<file path="config.mk">
export PLATFORM = sky130hd
export DESIGN_NAME = sha256_nonce_scheduler_flat
export DESIGN_NICKNAME = d
export VERILOG_FILES = /design/src/rtl/sha256_nonce_scheduler_if.sv /design/src/rtl/sha256_nonce_scheduler.sv /design/src/flat_wrapper.sv
export SDC_FILE = /design/constraint.sdc
export NUM_CORES = 1
export LEC_CHECK = 0
export CAP_MARGIN = 10
export CELL_PAD_IN_SITES_DETAIL_PLACEMENT = 1
export CELL_PAD_IN_SITES_GLOBAL_PLACEMENT = 2
export CORE_MARGIN = 3
export CORE_UTILIZATION = 27
export CTS_BUF_LIST = sky130_fd_sc_hd__clkbuf_8
export CTS_CLUSTER_DIAMETER = 50
export DETAILED_ROUTE_END_ITERATION = 8
export PLACE_DENSITY = 0.88
export SETUP_SLACK_MARGIN = 0.15
export SYNTH_ARGS = -nofsm -noshare
export SYNTH_HDL_FRONTEND = slang
export SYNTH_SLANG_ARGS = --single-unit
export TNS_END_PERCENT = 10
</file>
<file path="constraint.sdc">
create_clock -name clk -period 8.2 [get_ports clk]
set_clock_uncertainty 0.05 [all_clocks]
set_input_delay 1.23 -clock clk [delete_from_list [all_inputs] [get_ports clk]]
set_output_delay 1.23 -clock clk [all_outputs]
set_load 0.02 [all_outputs]
</file>
<file path="src/rtl/sha256_nonce_scheduler_if.sv">
`default_nettype none
// ============================================================================
// Module  : sha256_nonce_scheduler_if
// Brief   : Job, core-control and shared memory port bundle for the scheduler
// Revision: 1.0
// ============================================================================
interface sha256_nonce_scheduler_if;
  logic        start;
  logic        abort;
  logic [31:0] nonce_base;
  logic [31:0] nonce_count;
  logic [31:0] target_word;
  logic [15:0] message_addr;
  logic [15:0] output_addr;
  logic        busy;
  logic        done;
  logic        found;
  logic        error;
  logic [31:0] found_nonce;
  logic [31:0] found_hash0;
  logic [31:0] nonces_tried;
  logic        core_rst_n;
  logic        core_start;
  logic        core_done;
  logic        core_mem_we;
  logic [15:0] core_mem_addr;
  logic [31:0] core_mem_write_data;
  logic        mem_we;
  logic [15:0] mem_addr;
  logic [31:0] mem_write_data;
  logic [31:0] mem_read_data;

  modport slave (
    input  start, abort, nonce_base, nonce_count, target_word, message_addr, output_addr,
    output busy, done, found, error, found_nonce, found_hash0, nonces_tried,
    output core_rst_n, core_start,
    input  core_done, core_mem_we, core_mem_addr, core_mem_write_data,
    output mem_we, mem_addr, mem_write_data,
    input  mem_read_data
  );

  modport master (
    output start, abort, nonce_base, nonce_count, target_word, message_addr, output_addr,
    input  busy, done, found, error, found_nonce, found_hash0, nonces_tried,
    input  core_rst_n, core_start,
    output core_done, core_mem_we, core_mem_addr, core_mem_write_data,
    input  mem_we, mem_addr, mem_write_data,
    output mem_read_data
  );
endinterface
`default_nettype wire

</file>
<file path="src/rtl/sha256_nonce_scheduler.sv">
`default_nettype none
// ============================================================================
// Module  : sha256_nonce_scheduler
// Brief   : Walks one SHA-256 core over a nonce range and records the first hit
// Revision: 1.0
// ============================================================================
module sha256_nonce_scheduler #(
  parameter logic [15:0] NONCE_OFFSET   = 16'd19,
  parameter logic [15:0] TIMEOUT_CYCLES = 16'd200,
  parameter logic        STOP_ON_HIT    = 1'b1
) (
  input  wire logic               clk,
  input  wire logic               reset,
  sha256_nonce_scheduler_if.slave sched_if
);
  typedef enum logic [2:0] {
    S_IDLE       = 3'd0,
    S_RESET_CORE = 3'd1,
    S_START_CORE = 3'd2,
    S_WAIT_CORE  = 3'd3,
    S_RD_ADDR    = 3'd4,
    S_RD_WAIT    = 3'd5,
    S_CHECK      = 3'd6,
    S_FINISH     = 3'd7
  } state_t;

  state_t      state_q, state_d;
  logic [31:0] nonce_q, nonce_d, count_q, count_d, target_q, target_d;
  logic [31:0] found_nonce_q, found_nonce_d, found_hash0_q, found_hash0_d;
  logic [31:0] tried_q, tried_d;
  logic [15:0] msg_addr_q, msg_addr_d, out_addr_q, out_addr_d, timer_q, timer_d;
  logic        busy_q, busy_d, done_q, done_d, found_q, found_d, error_q, error_d;
  logic        hit;
  logic        core_owns_mem;

  assign hit = sched_if.mem_read_data < target_q;

  always_ff @(posedge clk or posedge reset) begin
    if (reset) begin
      state_q       <= S_IDLE;
      nonce_q       <= '0;
      count_q       <= '0;
      target_q      <= '0;
      found_nonce_q <= '0;
      found_hash0_q <= '0;
      tried_q       <= '0;
      msg_addr_q    <= '0;
      out_addr_q    <= '0;
      timer_q       <= '0;
      busy_q        <= 1'b0;
      done_q        <= 1'b0;
      found_q       <= 1'b0;
      error_q       <= 1'b0;
    end else begin
      state_q       <= state_d;
      nonce_q       <= nonce_d;
      count_q       <= count_d;
      target_q      <= target_d;
      found_nonce_q <= found_nonce_d;
      found_hash0_q <= found_hash0_d;
      tried_q       <= tried_d;
      msg_addr_q    <= msg_addr_d;
      out_addr_q    <= out_addr_d;
      timer_q       <= timer_d;
      busy_q        <= busy_d;
      done_q        <= done_d;
      found_q       <= found_d;
      error_q       <= error_d;
    end
  end

  always_comb begin
    state_d       = state_q;
    nonce_d       = nonce_q;
    count_d       = count_q;
    target_d      = target_q;
    found_nonce_d = found_nonce_q;
    found_hash0_d = found_hash0_q;
    tried_d       = tried_q;
    msg_addr_d    = msg_addr_q;
    out_addr_d    = out_addr_q;
    timer_d       = timer_q;
    busy_d        = busy_q;
    done_d        = done_q;
    found_d       = found_q;
    error_d       = error_q;
    case (state_q)
      S_IDLE: begin
        if (sched_if.start && !sched_if.abort) begin
          nonce_d    = sched_if.nonce_base;
          count_d    = sched_if.nonce_count;
          target_d   = sched_if.target_word;
          msg_addr_d = sched_if.message_addr;
          out_addr_d = sched_if.output_addr;
          done_d     = 1'b0;
          found_d    = 1'b0;
          error_d    = 1'b0;
          tried_d    = '0;
          busy_d     = 1'b1;
          state_d    = (sched_if.nonce_count == 32'd0) ? S_FINISH : S_RESET_CORE;
        end
      end
      S_RESET_CORE: state_d = S_START_CORE;
      S_START_CORE: begin
        timer_d = '0;
        state_d = S_WAIT_CORE;
      end
      S_WAIT_CORE: begin
        timer_d = timer_q + 16'd1;
        if (sched_if.core_done) begin
          state_d = S_RD_ADDR;
        end else if (timer_q + 16'd1 == TIMEOUT_CYCLES) begin
          error_d = 1'b1;
          state_d = S_FINISH;
        end
      end
      S_RD_ADDR: state_d = S_RD_WAIT;
      S_RD_WAIT: state_d = S_CHECK;
      S_CHECK: begin
        tried_d = tried_q + 32'd1;
        nonce_d = nonce_q + 32'd1;
        if (hit && !found_q) begin
          found_d       = 1'b1;
          found_nonce_d = nonce_q;
          found_hash0_d = sched_if.mem_read_data;
        end
        if ((hit && STOP_ON_HIT) || (tried_d == count_q)) state_d = S_FINISH;
        else                                              state_d = S_RESET_CORE;
      end
      S_FINISH: begin
        busy_d  = 1'b0;
        done_d  = 1'b1;
        state_d = S_IDLE;
      end
      default: state_d = S_IDLE;
    endcase
    // Abort only redirects the sequence; partial results of the job stay intact.
    if (sched_if.abort && state_q != S_IDLE && state_q != S_FINISH) begin
      state_d = S_FINISH;
      error_d = error_q;
    end
  end

  assign core_owns_mem = (state_q == S_START_CORE) || (state_q == S_WAIT_CORE);

  always_comb begin
    sched_if.mem_we         = 1'b0;
    sched_if.mem_addr       = '0;
    sched_if.mem_write_data = '0;
    if (core_owns_mem) begin
      sched_if.mem_we         = sched_if.core_mem_we;
      sched_if.mem_addr       = sched_if.core_mem_addr;
      sched_if.mem_write_data = sched_if.core_mem_write_data;
    end else if (state_q == S_RESET_CORE) begin
      sched_if.mem_we         = 1'b1;
      sched_if.mem_addr       = msg_addr_q + NONCE_OFFSET;
      sched_if.mem_write_data = nonce_q;
    end else if (state_q == S_RD_ADDR || state_q == S_RD_WAIT || state_q == S_CHECK) begin
      sched_if.mem_addr       = out_addr_q;
    end
  end

  // Core is held in reset while the scheduler resets or parks it, and during reset.
  assign sched_if.core_rst_n   = !reset && (state_q != S_RESET_CORE) && (state_q != S_FINISH);
  assign sched_if.core_start   = (state_q == S_START_CORE);
  assign sched_if.busy         = busy_q;
  assign sched_if.done         = done_q;
  assign sched_if.found        = found_q;
  assign sched_if.error        = error_q;
  assign sched_if.found_nonce  = found_nonce_q;
  assign sched_if.found_hash0  = found_hash0_q;
  assign sched_if.nonces_tried = tried_q;
endmodule
`default_nettype wire

</file>
<file path="src/flat_wrapper.sv">
// flat-port wrapper written by rule: the top's interface ports become plain ports
module sha256_nonce_scheduler_flat 
#(
  parameter logic [15:0] NONCE_OFFSET   = 16'd19,
  parameter logic [15:0] TIMEOUT_CYCLES = 16'd200,
  parameter logic        STOP_ON_HIT    = 1'b1
)
  (clk, reset, sched_if_start, sched_if_abort, sched_if_nonce_base, sched_if_nonce_count, sched_if_target_word, sched_if_message_addr, sched_if_output_addr, sched_if_busy, sched_if_done, sched_if_found, sched_if_error, sched_if_found_nonce, sched_if_found_hash0, sched_if_nonces_tried, sched_if_core_rst_n, sched_if_core_start, sched_if_core_done, sched_if_core_mem_we, sched_if_core_mem_addr, sched_if_core_mem_write_data, sched_if_mem_we, sched_if_mem_addr, sched_if_mem_write_data, sched_if_mem_read_data);
  sha256_nonce_scheduler_if sched_if_i ();
  input  wire logic clk;
  input  wire logic reset;
  input wire logic [$bits(sched_if_i.start)-1:0] sched_if_start;
  input wire logic [$bits(sched_if_i.abort)-1:0] sched_if_abort;
  input wire logic [$bits(sched_if_i.nonce_base)-1:0] sched_if_nonce_base;
  input wire logic [$bits(sched_if_i.nonce_count)-1:0] sched_if_nonce_count;
  input wire logic [$bits(sched_if_i.target_word)-1:0] sched_if_target_word;
  input wire logic [$bits(sched_if_i.message_addr)-1:0] sched_if_message_addr;
  input wire logic [$bits(sched_if_i.output_addr)-1:0] sched_if_output_addr;
  output wire logic [$bits(sched_if_i.busy)-1:0] sched_if_busy;
  output wire logic [$bits(sched_if_i.done)-1:0] sched_if_done;
  output wire logic [$bits(sched_if_i.found)-1:0] sched_if_found;
  output wire logic [$bits(sched_if_i.error)-1:0] sched_if_error;
  output wire logic [$bits(sched_if_i.found_nonce)-1:0] sched_if_found_nonce;
  output wire logic [$bits(sched_if_i.found_hash0)-1:0] sched_if_found_hash0;
  output wire logic [$bits(sched_if_i.nonces_tried)-1:0] sched_if_nonces_tried;
  output wire logic [$bits(sched_if_i.core_rst_n)-1:0] sched_if_core_rst_n;
  output wire logic [$bits(sched_if_i.core_start)-1:0] sched_if_core_start;
  input wire logic [$bits(sched_if_i.core_done)-1:0] sched_if_core_done;
  input wire logic [$bits(sched_if_i.core_mem_we)-1:0] sched_if_core_mem_we;
  input wire logic [$bits(sched_if_i.core_mem_addr)-1:0] sched_if_core_mem_addr;
  input wire logic [$bits(sched_if_i.core_mem_write_data)-1:0] sched_if_core_mem_write_data;
  output wire logic [$bits(sched_if_i.mem_we)-1:0] sched_if_mem_we;
  output wire logic [$bits(sched_if_i.mem_addr)-1:0] sched_if_mem_addr;
  output wire logic [$bits(sched_if_i.mem_write_data)-1:0] sched_if_mem_write_data;
  input wire logic [$bits(sched_if_i.mem_read_data)-1:0] sched_if_mem_read_data;
  assign sched_if_i.start = sched_if_start;
  assign sched_if_i.abort = sched_if_abort;
  assign sched_if_i.nonce_base = sched_if_nonce_base;
  assign sched_if_i.nonce_count = sched_if_nonce_count;
  assign sched_if_i.target_word = sched_if_target_word;
  assign sched_if_i.message_addr = sched_if_message_addr;
  assign sched_if_i.output_addr = sched_if_output_addr;
  assign sched_if_busy = sched_if_i.busy;
  assign sched_if_done = sched_if_i.done;
  assign sched_if_found = sched_if_i.found;
  assign sched_if_error = sched_if_i.error;
  assign sched_if_found_nonce = sched_if_i.found_nonce;
  assign sched_if_found_hash0 = sched_if_i.found_hash0;
  assign sched_if_nonces_tried = sched_if_i.nonces_tried;
  assign sched_if_core_rst_n = sched_if_i.core_rst_n;
  assign sched_if_core_start = sched_if_i.core_start;
  assign sched_if_i.core_done = sched_if_core_done;
  assign sched_if_i.core_mem_we = sched_if_core_mem_we;
  assign sched_if_i.core_mem_addr = sched_if_core_mem_addr;
  assign sched_if_i.core_mem_write_data = sched_if_core_mem_write_data;
  assign sched_if_mem_we = sched_if_i.mem_we;
  assign sched_if_mem_addr = sched_if_i.mem_addr;
  assign sched_if_mem_write_data = sched_if_i.mem_write_data;
  assign sched_if_i.mem_read_data = sched_if_mem_read_data;
  sha256_nonce_scheduler #(.NONCE_OFFSET(NONCE_OFFSET), .TIMEOUT_CYCLES(TIMEOUT_CYCLES), .STOP_ON_HIT(STOP_ON_HIT)) u_core (.clk(clk), .reset(reset), .sched_if(sched_if_i));
endmodule
</file>
==> impl_results.md <==
* Overall routed net length at 51.0 mm
* Share of synthesized cell area in and, or, nand and nor gates at 19.9%
* Core Box Area at 0.0491 mm^2
* Crit-path most repeated cell: o21ai_0
* Hold buffers post-CTS at 0
* Worst-path fanout max at 5
* FF+latch area at a little over 0.006 mm^2
* First-pass GRT wire length at about 81 mm
* Setup violations, final at 0
* P&R area growth vs syn at 39.3%
* Placed cells at about 2400
* Chip height at 229 um
* # port buffers at ~360
* Worst-skew pair later-pin latency at 0.60 ns
* CTS tree: built
* Reg2reg start: u_core.sched_if.nonces_tried[0]
* Cells after synthesis at 1492
* Total power at 5950 uW
* Total number of vias at roughly 13000
* Row count at 81
* Register bit total from synthesis at 247
* Pre-antenna DRT Iters at 5
* Synth Area per Inst at 8.99 um^2
* I/O pin count at ~370
* Post-synth top area cell: dfrtp_1
* Final hold vios at 0
* Top cell family by delay on the critical path: compound AO/OA/AOI/OAI gates
* Worst Min Path Start: u_core.sched_if.found_hash0[5]
* Highest clock rate at roughly 210 MHz
* Vias per inst at 5.04
* Share of layout cells above drive strength 1 at between 6 and 7%
* Crit path buffers/inverters at 2
* LEAKAGE at 0.00792 uW
* Part of the cycle the worst path needs at about 57%
* Least-Margin Pin Slew at 1.11 ns
* Cts repair resizes at 0
* Crit path time final at 4.68 ns
* Area of the multi-input gates at 0.00670 mm^2
* Launch point of the worst path: u_core.msg_addr_q[0]
* Synth unique cells at a little under 60
* Slowest stage delay, CP at 0.66 ns
* Starting Density at 27.3%
* Worst setup EP type: output pin
* TritonCTS Sinks at roughly 250
* DRC viols at 0
* Post-Syn Nets at 1741
* Compound-cell area share of the yosys netlist at about 16%
* Die X-Extent at 229 um
* CTS Buf Count at 51
* Final Net Count at 2088
* H-tree levels at 2
* Max IR drop VDD at 0.147 mV
* Power per cell area at 318 mW/mm^2
* Avg WL per Cell at roughly 20 um
* Worst-path clk slew at ~0.060 ns
* Number of nets still failing antenna checks after routing at 0
* Part of the Yosys area used for sequential elements at 46.1%
* Status: completed
* Largest net degree at the start of global routing at 154
* Startpoint Class: register
* Slowest cell on crit path: o21ai_0
* Setup repair bufs after CTS at 0
* Gpl congestion at just over 0.8
* Synth top area cells: dfrtp_1 46%, nand2_1 9.4%, o21ai_0 5.5%
* Cell area after synthesis at 0.0134 mm^2
* Ys async rst share at 100%
* Worst min path class: register to register
* GRT Util Overall at 19.3%
* WP data required at 6.92 ns
* Die area at 0.0524 mm^2
* Final Max Slew Viols at 0
* Gr ovfl total at 0
* Crit Path Category: register to output pin
* Ys flop type: dfrtp_1
* Mux cell area share after synthesis at 5.52%
* Layout Utilization at a little under two fifths
* Root buf cell: clkbuf_8
* Top-area cell type share of the netlist area at 46.1%
* Main combinational cell family by area after synthesis: simple AND/OR/NAND/NOR gates
* Hpwl dp at 37.2 mm
* Rel. slew slack at roughly a quarter
* Synth Area in Adders at 3.26%
* Worst EP arrival at about 3.4 ns
* Worst path cell trace: inv_1 -> ha_1 -> nor2_1 -> o21ai_0 -> nor3_1 -> xor2_1 -> a22oi_1 -> o21ai_0 -> clkdlybuf4s50_1
* Max-cap viol count at 0
* Post-Layout Cell Count at 2544
* Antenna violations before repair at 6
* Fill count at 5726
* DR iter-0 viols at 571
* Xor/xnor cell area share of the yosys netlist at 4.57%
* Leading cell type in the layout, fill and taps excluded: clkdlybuf4s50_1
* Post-synth EDFFs at 0
* Synth warnings at 0
* Vias in the first global route at 13900
* RSZ-0062 raised after global routing: no
* Leading cell types in the layout, fill and taps excluded: 364 x clkdlybuf4s50_1, 334 x nand2_1, 247 x dfrtp_1, 148 x o21ai_0, 69 x inv_1
* CTS max path bufs at 3
* Fin Setup TNS at 0 ns
## power by group
part | switching (uW) | internal, uW | total (uW) | leakage [uW]
logic | 1460 | 1170 | 2640 | 0.00424
clock network | 577 | 693 | 1270 | 0.000583
registers | 390 | 1650 | 2040 | 0.00309
## kinds of logic (layout without fill, tap and decap cells)
kind of cell | Yosys count | after routing
AND/OR/NAND/NOR | 590 | 590
AO/OA/AOI/OAI | 348 | 348
flip-flops | 247 | 247
buffers and inverters | 136 | 522
XOR/XNOR | 70 | 70
multiplexers | 66 | 66
adder cells (fa/ha/maj) | 35 | 35
other | 0 | 2
## state kept, by name (all words and copies together), names as in the netlist
| name | count |
|---|---|
| u_core.sched_if.done | 1 |
| u_core.sched_if.error | 1 |
| u_core.state_q | 3 |
| u_core.sched_if.found_hash0 | 32 |
| u_core.sched_if.nonces_tried | 32 |
| u_core.target_q | 32 |
| u_core.sched_if.busy | 1 |
| u_core.sched_if.found_nonce | 32 |
| u_core.count_q | 32 |
| u_core.sched_if.found | 1 |
| u_core.timer_q | 16 |
| u_core.out_addr_q | 16 |
| u_core.msg_addr_q | 16 |
| u_core.nonce_q | 32 |
## Yosys cell counts (all sizes together), types with 2 or more instances
library cell  instances
o311ai                7
a311oi                2
o211ai               11
a22oi                26
a41oi                 2
o21a                  6
buf                  25
a32oi                 2
nor3b                 8
nand4                23
xor2                 30
o41ai                 2
a21o                  7
nor2b                 9
nor4b                 2
nand2               335
and2                  2
nand3b                2
mux2                 64
and4                  7
o31ai                15
or3                   7
nor2                 56
a211oi                2
a221o                 8
a21oi                45
o21ai               151
and3                 15
nand2b               10
ha                   35
xnor2                40
a22o                 34
a2111oi               3
mux2i                 2
nor4                 26
dfrtp               247
or4                   3
inv                  48
a31oi                13
clkbuf               63
nor3                 22
o22ai                 5
nand3                62
## final timing paths
path	end	slack, ns	cells after the start
hold / removal	u_core.sched_if.found_hash0[5]	0.43	1
hold reg to reg	u_core.sched_if.found_hash0[5]	0.43	1
max in group asynchronous	u_core.sched_if.nonces_tried[3]	5.60	3
min in group asynchronous	u_core.timer_q[5]	1.11	2
setup / recovery	sched_if_mem_addr[14]	3.52	9
setup reg to reg	u_core.state_q[1]	4.41	10
## area by class of cell
type | instances | area share [%]
clock inverters | 32 | 0.897
repair buffers | 382 | 20.3
inverters | 48 | 0.985
well taps | 664 | 4.45
flip-flops and latches | 247 | 33.1
diodes | 2 | 0.0268
multi-input cells | 1109 | 35.8
clock buffers | 60 | 4.42
## per-layer routing
layer / routed length, um / track usage (%) / up-vias
li1: - / - / 5978
met1: 21900 / 24.0 / 6447
met2: 24800 / 33.3 / 324
met3: 3140 / 4.85 / 72
met4: 1140 / 5.29 / 6
met5: 36 / 0 / -
## metrics by stage
stage               hold slack (ns)  setup slack [ns]  cell area (um^2)
floorplan                     0.395              3.67             13400
global placement              0.408              3.14             17700
detailed placement            0.424              3.10             17700
CTS                           0.436              2.95             18700
global route                  0.458              3.22             18700
finish                        0.433              3.52             18700
Power figures use the tool's default switching activity.
